File: src/rtl/cpu_uart.sv
// Byte UART on the internal I/O bus: TX shifter, RX with 2-flop sync, RX buffer, sticky flags.
// Optional macro UART_RX_FIFO_EN selects a FIFO_DEPTH-entry RX FIFO instead of a single holding register.
module cpu_uart #(
  parameter logic [15:0] DIV_RESET  = 16'd103,
  parameter int          FIFO_DEPTH = 4
) (
  input  logic       clk_i,
  input  logic       rst_n,
  input  logic [1:0] addr,
  input  logic [7:0] wdata,
  input  logic       we,
  input  logic       re,
  output logic [7:0] rdata,
  input  logic       rxd,
  output logic       txd,
  output logic       irq
);
  typedef enum logic [1:0] {S_IDLE, S_START, S_DATA, S_STOP} st_t;

  if (FIFO_DEPTH < 2 || (FIFO_DEPTH & (FIFO_DEPTH - 1)) != 0) begin : g_bad_depth
    $error("FIFO_DEPTH must be a power of two >= 2");
  end

  logic [15:0] div_q;
  logic [7:0]  rdata_q, rdata_d;
  logic        irq_q, ferr_q, ovr_q;
  logic        wr_data, rd_data, rd_status;
  assign wr_data   = we && addr == 2'd0;
  assign rd_data   = re && addr == 2'd0;
  assign rd_status = re && addr == 2'd1;

  // ---------------- TX ----------------
  st_t         tx_st_q, tx_st_d;
  logic [15:0] tx_cnt_q, tx_cnt_d, tx_div_q, tx_div_d;
  logic [7:0]  tx_sh_q, tx_sh_d;
  logic [2:0]  tx_bit_q, tx_bit_d;
  logic        tx_busy;

  assign tx_busy = tx_st_q != S_IDLE;
  assign txd = (tx_st_q == S_START) ? 1'b0 : (tx_st_q == S_DATA) ? tx_sh_q[0] : 1'b1;

  always_comb begin
    tx_st_d = tx_st_q; tx_cnt_d = tx_cnt_q; tx_div_d = tx_div_q;
    tx_sh_d = tx_sh_q; tx_bit_d = tx_bit_q;
    case (tx_st_q)
      S_IDLE: if (wr_data) begin
        tx_st_d = S_START; tx_cnt_d = '0; tx_div_d = div_q; tx_sh_d = wdata; tx_bit_d = '0;
      end
      S_START: if (tx_cnt_q == tx_div_q) begin
        tx_st_d = S_DATA; tx_cnt_d = '0;
      end else tx_cnt_d = tx_cnt_q + 16'd1;
      S_DATA: if (tx_cnt_q == tx_div_q) begin
        tx_cnt_d = '0; tx_sh_d = {1'b1, tx_sh_q[7:1]};
        if (tx_bit_q == 3'd7) tx_st_d = S_STOP;
        else tx_bit_d = tx_bit_q + 3'd1;
      end else tx_cnt_d = tx_cnt_q + 16'd1;
      default: if (tx_cnt_q == tx_div_q) tx_st_d = S_IDLE;
               else tx_cnt_d = tx_cnt_q + 16'd1;
    endcase
  end

  // ---------------- RX ----------------
  st_t         rx_st_q, rx_st_d;
  logic [15:0] rx_cnt_q, rx_cnt_d, rx_div_q, rx_div_d, rx_half;
  logic [7:0]  rx_sh_q, rx_sh_d;
  logic [2:0]  rx_bit_q, rx_bit_d;
  logic        rx_s1_q, rx_s2_q, rx_prev_q;
  logic        rx_push, ferr_set;

  // (div+1)>>1 without a 17-bit intermediate
  assign rx_half = {1'b0, rx_div_q[15:1]} + {15'd0, rx_div_q[0]};

  always_comb begin
    rx_st_d = rx_st_q; rx_cnt_d = rx_cnt_q; rx_div_d = rx_div_q;
    rx_sh_d = rx_sh_q; rx_bit_d = rx_bit_q;
    rx_push = 1'b0; ferr_set = 1'b0;
    case (rx_st_q)
      S_IDLE: if (rx_prev_q && !rx_s2_q) begin
        rx_st_d = S_START; rx_cnt_d = '0; rx_div_d = div_q;
      end
      S_START: if (rx_cnt_q == rx_half) begin
        rx_cnt_d = '0; rx_bit_d = '0;
        rx_st_d  = rx_s2_q ? S_IDLE : S_DATA;
      end else rx_cnt_d = rx_cnt_q + 16'd1;
      S_DATA: if (rx_cnt_q == rx_div_q) begin
        rx_cnt_d = '0; rx_sh_d = {rx_s2_q, rx_sh_q[7:1]};
        if (rx_bit_q == 3'd7) rx_st_d = S_STOP;
        else rx_bit_d = rx_bit_q + 3'd1;
      end else rx_cnt_d = rx_cnt_q + 16'd1;
      default: if (rx_cnt_q == rx_div_q) begin
        rx_st_d  = S_IDLE;
        rx_push  = rx_s2_q;
        ferr_set = !rx_s2_q;
      end else rx_cnt_d = rx_cnt_q + 16'd1;
    endcase
  end

  // ---------------- RX buffer ----------------
  logic       empty, pop, push_ok;
  logic [7:0] head;
`ifdef UART_RX_FIFO_EN
  localparam int AW = $clog2(FIFO_DEPTH);
  logic [FIFO_DEPTH-1:0][7:0] mem_q;
  logic [AW-1:0] wptr_q, rptr_q;
  logic [AW:0]   occ_q;
  assign empty   = occ_q == '0;
  assign head    = mem_q[rptr_q];
  assign pop     = rd_data && !empty;
  assign push_ok = rx_push && (occ_q != (AW+1)'(FIFO_DEPTH) || pop);

  always_ff @(posedge clk_i) if (push_ok) mem_q[wptr_q] <= rx_sh_q;

  always_ff @(posedge clk_i) begin
    if (!rst_n) begin
      wptr_q <= '0; rptr_q <= '0; occ_q <= '0;
    end else begin
      if (push_ok) wptr_q <= wptr_q + 1'b1;
      if (pop)     rptr_q <= rptr_q + 1'b1;
      if (push_ok && !pop)      occ_q <= occ_q + 1'b1;
      else if (pop && !push_ok) occ_q <= occ_q - 1'b1;
    end
  end
`else
  logic [7:0] hold_q;
  logic       full_q;
  assign empty   = !full_q;
  assign head    = hold_q;
  assign pop     = rd_data && full_q;
  assign push_ok = rx_push && (!full_q || pop);

  always_ff @(posedge clk_i) begin
    if (!rst_n) begin
      hold_q <= '0; full_q <= 1'b0;
    end else if (push_ok) begin
      hold_q <= rx_sh_q; full_q <= 1'b1;
    end else if (pop) full_q <= 1'b0;
  end
`endif

  // ---------------- bus / flags ----------------
  always_comb begin
    rdata_d = rdata_q;
    if (re) begin
      case (addr)
        2'd0:    rdata_d = empty ? 8'h00 : head;
        2'd1:    rdata_d = {4'b0, ferr_q, ovr_q, tx_busy, !empty};
        2'd2:    rdata_d = div_q[7:0];
        default: rdata_d = div_q[15:8];
      endcase
    end
  end

  always_ff @(posedge clk_i) begin
    if (!rst_n) begin
      div_q   <= DIV_RESET; rdata_q <= '0; irq_q <= 1'b0;
      ferr_q  <= 1'b0; ovr_q <= 1'b0;
      tx_st_q <= S_IDLE; tx_cnt_q <= '0; tx_div_q <= '0; tx_sh_q <= '0; tx_bit_q <= '0;
      rx_st_q <= S_IDLE; rx_cnt_q <= '0; rx_div_q <= '0; rx_sh_q <= '0; rx_bit_q <= '0;
      rx_s1_q <= 1'b1; rx_s2_q <= 1'b1; rx_prev_q <= 1'b1;
    end else begin
      if (we && addr == 2'd2) div_q[7:0]  <= wdata;
      if (we && addr == 2'd3) div_q[15:8] <= wdata;
      rdata_q <= rdata_d;
      irq_q   <= !empty;
      // a new error in the same cycle as a STATUS read keeps the flag set
      ferr_q  <= ferr_set || (ferr_q && !rd_status);
      ovr_q   <= (rx_push && !push_ok) || (ovr_q && !rd_status);
      tx_st_q <= tx_st_d; tx_cnt_q <= tx_cnt_d; tx_div_q <= tx_div_d;
      tx_sh_q <= tx_sh_d; tx_bit_q <= tx_bit_d;
      rx_st_q <= rx_st_d; rx_cnt_q <= rx_cnt_d; rx_div_q <= rx_div_d;
      rx_sh_q <= rx_sh_d; rx_bit_q <= rx_bit_d;
      rx_s1_q <= rxd; rx_s2_q <= rx_s1_q; rx_prev_q <= rx_s2_q;
    end
  end

  assign rdata = rdata_q;
  assign irq   = irq_q;
endmodule
File: config.mk
export PLATFORM = sky130hd
export DESIGN_NAME = cpu_uart
export DESIGN_NICKNAME = d
export VERILOG_FILES = /design/src/rtl/cpu_uart.sv
export SDC_FILE = /design/constraint.sdc
export NUM_CORES = 1
export LEC_CHECK = 0
export ABC_AREA = 1
export BUFFER_PORTS_ARGS = -buffer_cell sky130_fd_sc_hd__clkbuf_2
export CORE_ASPECT_RATIO = 1.2
export CORE_MARGIN = 5
export CORE_UTILIZATION = 60
export DETAILED_ROUTE_END_ITERATION = 7
export PLACE_DENSITY_LB_ADDON = 0.15
export SKIP_CTS_REPAIR_TIMING = 1
export SYNTH_ARGS = -nofsm -noshare
export SYNTH_HDL_FRONTEND = slang
export SYNTH_SLANG_ARGS = --single-unit
File: constraint.sdc
create_clock -name clk_i -period 3.15 [get_ports clk_i]
set_input_delay 0.4725 -clock clk_i [delete_from_list [all_inputs] [get_ports clk_i]]
set_output_delay 0.4725 -clock clk_i [all_outputs]
set_load 0.05 [all_outputs]
Word level (Yosys, flattened, before mapping)
Cells that the tools add are included.
{ "totals": {"inputBits": 15, "regBits": 129, "output_inout_bits": 10, "word_cells": 132} }
{ "classes": {"reduce_logical": 39, "n_eq_ne": 24, "add_sub_neg": 5, "mux": 43} }
{ "op_table": {"columns": ["cell", "count"], "rows": [
  ["two-way mux 16 bit", 7],
  ["== test 16 bit", 3],
  ["case mux 16 bit (3 select lines)", 1],
  ["adder 16 x 1 -> 16 bit, second input constant", 2],
  ["case mux 16 bit (2 select lines)", 1],
  ["two-way mux 8 bit", 3],
  ["case mux 8 bit (3 select lines)", 1],
  ["two-way mux 2 bit", 11],
  ["two-way mux 3 bit", 6],
  ["adder 15 x 1 -> 16 bit", 1],
  ["case mux 8 bit (2 select lines)", 1],
  ["!= test 2 bit, second input constant", 7],
  ["case mux 2 bit (3 select lines)", 2],
  ["case mux 3 bit (2 select lines)", 2],
  ["logical AND 1 bit", 11],
  ["AND reduction 2 bit", 5],
  ["AND reduction 5 bit", 2],
  ["nonzero test 2 bit", 5],
  ["== test 2 bit, second input constant", 4],
  ["two-way mux 1 bit", 8],
  ["AND reduction 4 bit", 2],
  ["adder 3 x 1 -> 3 bit, second input constant", 2],
  ["== test 2 x 1 -> 1 bit, second input constant", 3],
  ["== test 3 bit, second input constant", 2],
  ["10 further kinds", 19]
]} }

Logic depth before layout (Yosys ltp)
Gate-level depths: netlist of the first run.
{ "logic_depth": {"word_depth": 8, "mapped_depth": 17, "mapped_depth_nobuf": 17} }

Worst setup path after synthesis of the first run
Ideal clock, no wire load.
{ "synth_path": {"kind": "flip-flop to output port", "startpoint": "register tx_st_q[0]", "endpoint": "output txd", "stages_incl_launch_ff": 7, "slack_ps": 1036, "required_ps": 2677, "path_buffers": 1, "arrival_ps": 1641, "cell_sequence": "dfxtp_1 > inv_1 > ha_1 > inv_1 > clkbuf_1 > nor2_1 > nor2_1"} }
{ "synth_between": {"elab_chain_cells": 3, "elab_cells_between_ends": 4, "cone_classes": "eq/ne: 2; mux: 2"} }
{ "synth_rtl": {"columns": ["item", "line_no", "source"], "rows": [
  ["from (decl)", "33", "st_t tx_st_q, tx_st_d;"],
  ["from (signal assigned)", "168", "tx_st_q <= tx_st_d; tx_cnt_q <= tx_cnt_d; tx_div_q <= tx_div_d;"],
  ["== test 2 bit", "40", "assign txd = (tx_st_q == S_START) ? 1'b0 : (tx_st_q == S_DATA) ? tx_sh_q[0] : 1'b1;"],
  ["two-way mux 1 bit", "40", null],
  ["two-way mux 1 bit (*)", "40", null],
  ["to (decl)", "15", "output logic txd,"]
]} }
Mark *: on every way between the ends. The rest lies on a longest branch, timed or not.

Worst setup path after layout of the first run
{ "layout_path": {"startpoint": "register rx_div_q[0]", "endpoint": "register rx_cnt_q[1]"} }
{ "layout_between": {"elab_chain_cells": 4, "elab_cells_between_ends": 8, "cone_classes": "add/sub: 1; eq/ne: 3; mux: 3; reduce/logical: 1"} }
{ "layout_rtl": {"columns": ["item", "line_no", "source"], "rows": [
  ["from (decl)", "64", "logic [15:0] rx_cnt_q, rx_cnt_d, rx_div_q, rx_div_d, rx_half;"],
  ["from (signal assigned)", "170", "rx_st_q <= rx_st_d; rx_cnt_q <= rx_cnt_d; rx_div_q <= rx_div_d;"],
  ["adder 15 x 1 -> 16 bit", "71", "assign rx_half = {1'b0, rx_div_q[15:1]} + {15'd0, rx_div_q[0]};"],
  ["== test 16 bit", "81", "S_START: if (rx_cnt_q == rx_half) begin"],
  ["two-way mux 16 bit", "81", null],
  ["case mux 16 bit (3 select lines)", "77", "case (rx_st_q)"],
  ["to (signal assigned)", "170", null],
  ["to (decl)", "64", null]
]} }
Parallel ways exist; a longest one is shown, timed or not.
A chain may end at the register's enable or synchronous reset.

==> results of run 1 <==
-- worst min path at each step --
stage	from	end	slack, ps	cells past startpoint
2_1_floorplan	rx_s1_q	rx_s2_q	390	1
3_3_place_gp	rx_s1_q	rx_s2_q	390	1
3_5_place_dp	rx_s1_q	rx_s2_q	400	1
4_1_cts	rxd	rx_s1_q	240	2
5_1_grt	rxd	rx_s1_q	260	2
6_report	rxd	rx_s1_q	240	2
-- power groups by stage --
stage               registers [mW]  logic [mW]  clock network, mW
floorplan                     1.99        1.26                  0
global placement              2.02        1.57                  0
detailed placement            2.02        1.59                  0
CTS                           1.99        1.60               2.09
global route                  2.02        1.84               2.17
finish                        1.99        1.61               2.07
-- state kept, by name, summed over array words and instances (netlist names) --
register   count
div_q         16
ferr_q         1
full_q         1
head           8
irq            1
ovr_q          1
rdata          8
rx_bit_q       3
rx_cnt_q      16
rx_div_q      16
rx_prev_q      1
rx_s1_q        1
rx_s2_q        1
rx_sh_q        8
rx_st_q        2
tx_bit_q       3
tx_cnt_q      16
tx_div_q      16
tx_sh_q        8
tx_st_q        2
-- layout make-up --
cell class / instances / area share
well taps: 154 / 0.0249
flip-flops and latches: 129 / 0.334
clock inverters: 13 / 0.0241
repair buffers: 30 / 0.0214
clock buffers: 18 / 0.0569
multi-input cells: 741 / 0.473
inverters: 135 / 0.0658
-- cells in the mapped netlist, types with 12 or more instances --
cell type | count | area (um2)
nand2_1 | 263 | 987
dfxtp_1 | 129 | 2580
inv_1 | 128 | 480
nor2_1 | 99 | 372
o21ai_0 | 82 | 410
a21oi_1 | 79 | 395
nand3_1 | 77 | 385
xor2_1 | 31 | 272
nand4_1 | 28 | 175
clkbuf_1 | 26 | 97.6
nor3_1 | 15 | 75.1
ha_1 | 12 | 150
-- stage by stage --
| stage | worst slack (ps) | hold WS [ps] | cell area (um2) | cells |
|---|---|---|---|---|
| floorplan | 1040 | 393 | 6890 | 1039 |
| global placement | 723 | 395 | 7100 | 1189 |
| detailed placement | 643 | 402 | 7100 | 1189 |
| CTS | 629 | 243 | 7720 | 1220 |
| global route | 298 | 264 | 7720 | 1220 |
| finish | 606 | 242 | 7720 | 1220 |
-- logic make-up after synthesis --
kind of cell / Yosys count
mux: 1
buf+inv: 169
simple gates: 511
compound gates: 178
flops: 129
xor+xnor: 39
fa+ha+maj: 12
-- per-layer routing --
layer	up-vias	GRT usage
met4	0	0.0765
met5	-	0
met3	33	0.0378
met2	232	0.410
met1	2954	0.348
li1	3388	-
==> out/metrics.cfg, run 1 <==
[setup_path]
end_kind = flip-flop
crit_arrival_ps = 2850
cp-start-kind = flip-flop
crit_required_ps = 3450
crit_family = simple AND/OR/NAND/NOR gates
crit_type = reg2reg
path_common_cell = nand3_1
startpoint = rx_div_q[0]
r2r_cells = 13
critPathMaxStageDelay_ps = 370
r2r-start = rx_div_q[0]
cp_max_fo = 12
path_buf_inv = 0
path_cells = ha_1 > ha_1 > nand3_1 > nor2_2 > nand4_1 > nand3_1 > nand3_1 > nor2_1 > nand3_1 > nand2_2 > nand4_4 > nand2_1 > nor2_1
crit_path_end = rx_cnt_q[1]
rr_endpoint = rx_cnt_q[1]
critPathSlowestCell = dfxtp_1
r2r_slack_ps = 610
cp.depth = 13

[clock_tree]
h-tree-depth = 4
cts_sinks = 129
clockBufferDepth = 2
clockRootBuffer = clkbuf_16
cts_buffers = 17
insertion_delay_ps = 420
cts_tree = built
clkSlewWorstSetupHoldPaths_ps = 60

[power_and_ir_drop]
p_switching_mw = 2.02
peakVddDrop_uv = 477
power.total_mw = 5.68
p_comb_frac = 0.284
powerDensity_nw_per_um2 = 735
p_leak_nw = 3.35
sw_frac_of_total = 0.356
power.clock.fraction = 0.365
seq_power_share = 0.351
p_int_mw = 3.66

[global_route]
grt_pass1_wl_um = 28300
overflow = 0
grt_pass1_vias = 6048
grtUsageTotal = 0.253
antenna_found_initial = 0
grt_max_degree = 78

[synthesis]
synth_top_family_by_area = simple AND/OR/NAND/NOR gates
synth_fa_ha_area_frac = 0.0218
synth_compound_area_frac = 0.135
synth_cell_types = 40
synth_cells = 1039
async_reset_ff_frac = 0
ys_seq_area_frac = 0.375
synth_xor_area_frac = 0.0496
yosys_most_used_dff = dfxtp_1
synth_simple_gate_area_frac = 0.322
synth_edf_count = 0
ys_seq_elements = 129
synth.cell_area_um2 = 6890
avgSynthCellArea_um2 = 6.63
synth_nets = 1066
ys_warn_count = 0
synthMuxAreaShare = 0.00145

[place]
gp_congestion = 0.946
dpl.hpwl_um = 11800
numPortBuffers = 24

[sta]
hold_viol = 0
tightest_slew_ps = 697
rsz0062_at_grt = false
skew_ps = 7.29
setup_viol_count_final = 0
fmax_ghz = 0.393
timing.final.crit_period_ps = 2540
max_slew_margin = 0.535
timing.setup.tns_ps = 0
finalCritPeriodShare = 0.808
final_max_slew_viol_count = 0

[flow_run]
maxCapViolations = 0

[floorplanning]
die_y_um = 127
ios = 25
rows = 42
die_area_um2 = 13700
core_area_um2 = 11100
start_util = 0.618
die_w_um = 108

[finish]
nFillCells = 989
regArea_um2 = 2580
layout-drive-gt1-share = 0.0826
final_net_count = 1081
utilization = 0.693
layout_commonest_cell = nand2_1
diodes = 0
multi_input_area_um2 = 3650
syn_to_final_growth_pct = 12.2
final_cell_mix = nand2_1 (263), dfxtp_1 (129), inv_1 (128), nor2_1 (99), o21ai_0 (82)

[drt]
ant_nets = 0
drt-initial-drc-count = 409
route.met3.wl_um = 1080
via_per_inst = 5.42
drc = 0
wl_met2_um = 7760
highest_layer = met4
wl_um = 16600
drt-met1-wl_um = 7420
wire_per_inst_um = 13.6
dr_total_vias = 6607
dr.pass1.iters = 5

[outcome]
status = completed

[min_path]
hold_class = in2reg

Note: power is estimated with default switching activity, not from simulation.
==> run 2: changes to the inputs <==
==> constraint.sdc (replaced) <==
create_clock -name clk_i -period 2.6 [get_ports clk_i]
set_input_delay 0.39 -clock clk_i [delete_from_list [all_inputs] [get_ports clk_i]]
set_output_delay 0.39 -clock clk_i [all_outputs]
set_load 0.05 [all_outputs]
==> run 2 against run 1 <==
Effect of this change:
- setup slack lost 410 ps
- register-to-register slack worse by 410 ps
- critical path type unchanged
- first-iteration DRC count fell by 5.9%
- largest power group unchanged
- sequential share of layout area decreased by 0.73 points
- die area unchanged
- largest cell class unchanged
- power is 26% higher
==> out/metrics.cfg, run 2 (synthesized netlist as in run 1, its figures left out) <==
[drt]
dr_total_vias = 6768  ; +2.4%
highest_layer = met4
via_per_inst = 5.49  ; +1.4%
drt-met1-wl_um = 7550  ; +1.8%
route.met3.wl_um = 1100  ; +2.0%
wl_met2_um = 8100  ; +4.4%
drc = 0  ; unchanged
drt-initial-drc-count = 385  ; -5.9%
wl_um = 17100  ; +3.3%
ant_nets = 0  ; unchanged
dr.pass1.iters = 5  ; unchanged
wire_per_inst_um = 13.9  ; +2.2%

[min_path]
hold_class = in2reg

[global_route]
grt_max_degree = 62  ; -21%
antenna_found_initial = 0  ; unchanged
grtUsageTotal = 0.253  ; about the same
overflow = 0  ; unchanged
grt_pass1_wl_um = 28300  ; -0.29%
grt_pass1_vias = 6034  ; -0.23%

[setup_path]
crit_arrival_ps = 2710  ; -140 ps
crit_type = reg2reg
cp-start-kind = flip-flop
crit_required_ps = 2900  ; -550 ps
critPathSlowestCell = dfxtp_1
end_kind = flip-flop
path_common_cell = nand2_1
cp_max_fo = 8  ; -4
r2r_slack_ps = 190  ; -410 ps
critPathMaxStageDelay_ps = 380  ; about the same
path_cells = ha_2 > ha_2 > nand2_1 > nor2_4 > nand3_1 > nand2_1 > nand2_1 > nand2_1 > nand2_1 > nor3_1 > nand3_2 > nand2_4 > nand4_4 > nand2_4 > nor2_1

[sta]
hold_viol = 0  ; unchanged
fmax_ghz = 0.415  ; +5.6%
tightest_slew_ps = 785  ; +87.9 ps
final_max_slew_viol_count = 0  ; unchanged
timing.setup.tns_ps = 0  ; unchanged
skew_ps = 8.34  ; +1.06 ps
timing.final.crit_period_ps = 2410  ; -136 ps
finalWorstSetupSlack_ps = 192  ; -414 ps
max_slew_margin = 0.475  ; -0.0601
setup_viol_count_final = 0  ; unchanged
rsz0062_at_grt = false
finalCritPeriodShare = 0.926  ; +0.119

[place]
gp_congestion = 0.908  ; -4.0%
dpl_cell_area_um2 = 7180  ; +1.1%
dpl.hpwl_um = 11900  ; +0.26%
place_ws_ps = 156  ; -487 ps
numPortBuffers = 24  ; unchanged

[finish]
final_cell_mix = nand2_1 (262), dfxtp_1 (129), inv_1 (128), nor2_1 (99), o21ai_0 (82)
diodes = 0  ; unchanged
layout_commonest_cell = nand2_1
nFillCells = 981  ; -0.81%
layout-drive-gt1-share = 0.0992  ; +0.0166
regArea_um2 = 2580  ; unchanged
fin_area_um2 = 7900  ; +2.2%
multi_input_area_um2 = 3710  ; +1.6%
syn_to_final_growth_pct = 14.7
final_net_count = 1093  ; +1.1%

[clock_tree]
clockRootBuffer = clkbuf_16
cts_buffers = 17  ; unchanged
h-tree-depth = 4  ; unchanged
clockBufferDepth = 2  ; unchanged
cts_tree = built
insertion_delay_ps = 410  ; about the same
clkSlewWorstSetupHoldPaths_ps = 60  ; about the same
cts_sinks = 129  ; unchanged

[outcome]
status = completed

[floorplanning]
die_w_um = 108  ; unchanged
die_area_um2 = 13700  ; unchanged
rows = 42  ; unchanged
die_y_um = 127  ; unchanged
core_area_um2 = 11100  ; unchanged
start_util = 0.618  ; unchanged
ios = 25  ; unchanged

[flow_run]
maxCapViolations = 0  ; unchanged

[power_and_ir_drop]
peakVddDrop_uv = 641  ; +35%
powerDensity_nw_per_um2 = 902  ; +23%
p_leak_nw = 3.43  ; +2.3%

-- run 2: per-layer routing --
| layer | vias up | global-route usage |
|---|---|---|
| met5 | - | 0 |
| li1 | 3420 | - |
| met1 | 3072 | 0.337 |
| met2 | 233 | 0.415 |
| met4 | 0 | 0.0914 |
| met3 | 43 | 0.0409 |
-- run 2: area by class of cell --
cell class,count,area share
multi-input cells,742,0.470
flip-flops and latches,129,0.327
repair buffers,41,0.0330
clock buffers,20,0.0591
well taps,154,0.0244
inverters,135,0.0643
clock inverters,12,0.0225
-- run 2: path summary, 6_finish.rpt --
path	startpoint	end	cells past startpoint
hold / removal	rxd	rx_s1_q	2
hold reg to reg	rx_s1_q	rx_s2_q	1
setup / recovery	rx_div_q[0]	rx_cnt_q[7]	15
setup reg to reg	rx_div_q[0]	rx_cnt_q[7]	15
-- run 2: worst max-delay path: cells and delay by family (launching register included) --
family,cells,cell delay [ps]
adders and majority gates,2,450
and+or+nand+nor,13,1470
DFF,1,380
-- run 2: through the flow --
| stage | total power [mW] | instances | util | hold slack (ps) |
|---|---|---|---|---|
| after floorplan | 3.94 | 1039 | - | 393 |
| after global placement | 4.44 | 1198 | 0.644 | 401 |
| after detailed placement | 4.46 | 1198 | 0.644 | 409 |
| after CTS | 7.05 | 1230 | 0.702 | 155 |
| after global routing | 7.53 | 1233 | 0.709 | 168 |
| final | 7.13 | 1233 | 0.709 | 163 |
-- run 2: power breakdown --
part | internal (mW) | switching, mW | total [mW]
logic | 0.702 | 1.43 | 2.13
registers | 2.21 | 0.208 | 2.42
clock network | 1.69 | 0.897 | 2.58
==> run 3: changes to the inputs <==
--- a/config.mk
+++ b/config.mk
@@ -5,7 +5,7 @@
 export SDC_FILE = /design/constraint.sdc
 export NUM_CORES = 1
 export LEC_CHECK = 0
-export ABC_AREA = 1
+export ABC_AREA = 0
 export BUFFER_PORTS_ARGS = -buffer_cell sky130_fd_sc_hd__clkbuf_2
 export CORE_ASPECT_RATIO = 1.2
 export CORE_MARGIN = 5
==> run 3 against run 2 <==
Effect of this change:
- largest power group unchanged
- power is 25% lower
- count of clock-buffer cells in the layout rose by 2
- via count is 22% lower
- cell count shrank 26%
- synthesized cell count shrank 28%
- routed wire length fell by 9.9%
- fmax shrank 5.2%
==> out/metrics.cfg, run 3 <==
[synthesis]
yosys_most_used_dff = dfxtp_1
synth_edf_count = 0  ; unchanged
ys_warn_count = 0  ; unchanged
synth_nets = 779  ; -27%
ys_seq_elements = 129  ; unchanged
synth_cells = 752  ; -28%
ys_seq_area_frac = 0.385  ; +0.00957
yosysMostFrequentCell = dfxtp_1
synth.largest_area_cell = dfxtp_1
yosys-top-cells-area = dfxtp_1 (38%), xnor2_1 (7.3%), nand2_1 (6.5%)
async_reset_ff_frac = 0  ; unchanged
synth.cell_area_um2 = 6720  ; -2.5%
avgSynthCellArea_um2 = 8.93  ; +35%
ys_top_cells_by_count = dfxtp_1 (129), nand2_1 (117), xnor2_1 (56)
synth_cell_types = 69  ; +73%
synth_top_area_frac = 0.385  ; +0.00957

[floorplanning]
die_y_um = 126  ; -1.2%
core_area_um2 = 11000  ; -1.4%
ios = 25  ; unchanged
die_area_um2 = 13400  ; -2.3%
die_w_um = 107  ; -1.1%
rows = 42  ; unchanged
start_util = 0.611  ; -0.00673

[finish]
final_net_count = 798  ; -27%
layout-drive-gt1-share = 0.168  ; +0.0692
final_cell_mix = dfxtp_1 (123), nand2_1 (117), xnor2_1 (56), mux2i_1 (41), a21boi_0 (39)
syn_to_final_growth_pct = 13.9
layout.cells.non_filler = 916  ; -26%
utilization = 0.697  ; -0.0124
layout_commonest_cell = dfxtp_1
diodes = 0  ; unchanged

[sta]
max_slew_margin = 0.295  ; -0.180
timing.final.crit_period_ps = 2540  ; +133 ps
fin_hold_ws_ps = 162  ; -0.520 ps
hold_viol = 0  ; unchanged
tightest_slew_ps = 1050  ; +265 ps
fmax_ghz = 0.394  ; -5.2%
finalCritPeriodShare = 0.977  ; +0.0511
final_max_slew_viol_count = 0  ; unchanged
setup_viol_count_final = 0  ; unchanged
skew_ps = 6.37  ; -1.97 ps

[setup_path]
r2r-start = rx_div_q[0]
cp-start-kind = flip-flop
crit_type = reg2reg
crit_family = compound AO/OA/AOI/OAI gates
path_cells = ha_4 > ha_4 > buf_6 > nand4_4 > o41a_1 > o41ai_2 > o22ai_2 > nor3_4 > clkbuf_16 > nor3_2
critPathMaxStageDelay_ps = 500  ; +120 ps
critPathSlowestCell = o41a_1
end_kind = flip-flop
path_common_cell = ha_4
path_buf_inv = 2  ; +2
r2r_slack_ps = 60  ; -130 ps
crit_arrival_ps = 2840  ; +130 ps
cp_max_fo = 6  ; -2
r2r_cells = 10  ; -5
rr_endpoint = rx_cnt_q[15]
crit_required_ps = 2900  ; about the same

[min_path]
hold-path-endpoint = rx_s1_q
hold_class = in2reg
holdCritStartpoint = rxd
hold_depth = 2  ; unchanged

[drt]
via_per_inst = 5.80  ; +5.6%
wire_per_inst_um = 16.9  ; +21%
drc = 0  ; unchanged
wl_um = 15500  ; -9.9%
drt-initial-drc-count = 234  ; -39%
dr_total_vias = 5310  ; -22%
dr.pass1.iters = 5  ; unchanged
ant_nets = 0  ; unchanged

[clock_tree]
cts_tree = built
cts_sinks = 129  ; unchanged
h-tree-depth = 4  ; unchanged
cts_buffers = 17  ; unchanged
clockBufferDepth = 2  ; unchanged
clkSlewWorstSetupHoldPaths_ps = 60  ; about the same
clockRootBuffer = clkbuf_16
insertion_delay_ps = 410  ; about the same

[power_and_ir_drop]
p_leak_nw = 2.97  ; -13%
powerDensity_nw_per_um2 = 702  ; -22%
peakVddDrop_uv = 613  ; -4.4%
power.total_mw = 5.37  ; -25%

[flow_run]
maxCapViolations = 0  ; unchanged

[place]
placed_cells = 880  ; -27%
dpl.hpwl_um = 11000  ; -7.3%
gp_congestion = 0.876  ; -3.5%
numPortBuffers = 24  ; unchanged

[global_route]
grt_pass1_vias = 5255  ; -13%
antenna_found_initial = 0  ; unchanged
grtUsageTotal = 0.239  ; -0.0139
grt_pass1_wl_um = 25800  ; -8.6%
overflow = 0  ; unchanged
grt_max_degree = 34  ; -45%

[outcome]
status = completed

[run 3: cell types whose count changed after synthesis, moves of 56 or more]
cell,change
nand2_1,-146
inv_1,-114
o21ai_0,-71
a21oi_1,-67
nor2_1,-66
nand3_1,-56
[run 3: worst max-delay path by stage]
stage	cells past startpoint	endpoint	slack (ps)	start
6_report	10	rx_cnt_q[15]	60	rx_div_q[0]
4_1_cts	10	rx_cnt_q[4]	50	rx_div_q[0]
3_5_place_dp	10	rx_cnt_q[4]	60	rx_div_q[0]
5_1_grt	10	rx_cnt_q[15]	-10	rx_div_q[0]
2_1_floorplan	10	rx_cnt_q[15]	160	rx_div_q[0]
3_3_place_gp	10	rx_cnt_q[4]	110	rx_div_q[0]
[run 3: logic make-up (layout without fill, tap and decap cells)]
kind of cell	Yosys count	count (layout)	share of synthesized area
AND/OR/NAND/NOR	318	318	0.259
XOR/XNOR	75	75	0.0978
multiplexers	48	48	0.0762
buffers and inverters	66	98	0.0425
adder cells (fa/ha/maj)	12	12	0.0224
AO/OA/AOI/OAI	104	104	0.118
flip-flops	129	129	0.385
[run 3: worst register-to-register path: stages (launching register included)]
cell and delay [ps]:
dfxtp_4 360, ha_4 150, ha_4 130, buf_6 110
nand4_4 150, o41a_1 500, o41ai_2 260, o22ai_2 190
nor3_4 320, clkbuf_16 220, nor3_2 40
[run 3: area by class of cell]
cell class,count,area [um2]
clock buffer,22,464
clock inverter,10,86.3
fill,874,3330
inverter,15,56.3
multi-input combinational,557,3930
sequential,129,2590
tap,132,165
timing repair buffer,51,357
[run 3: metrics by stage]
step	TNS [ps]	cell area [um2]	setup slack, ps
2_1_floorplan	0	6720	159
3_3_place_gp	0	6960	114
3_5_place_dp	0	6960	60.6
4_1_cts	0	7510	47.5
5_1_grt	-64.4	7650	-14.5
6_report	0	7650	58.9
[run 3: per-layer routing]
metal / wire length, um / track usage / share of wire / vias to the layer above
li1: - / - / - / 2639
met1: 6680 / 0.299 / 0.43 / 2537
met2: 7820 / 0.404 / 0.51 / 102
met3: 515 / 0.0491 / 0.033 / 32
met4: 437 / 0.0910 / 0.028 / 0
met5: 0 / 0 / 0 / -
[run 3: where the power goes]
group          leakage (nW)  total [mW]  switching, mW  internal (mW)
clock                 0.266        2.20          0.842           1.36
combinational          1.65       0.991          0.602          0.389
sequential             1.05        2.18         0.0915           2.09
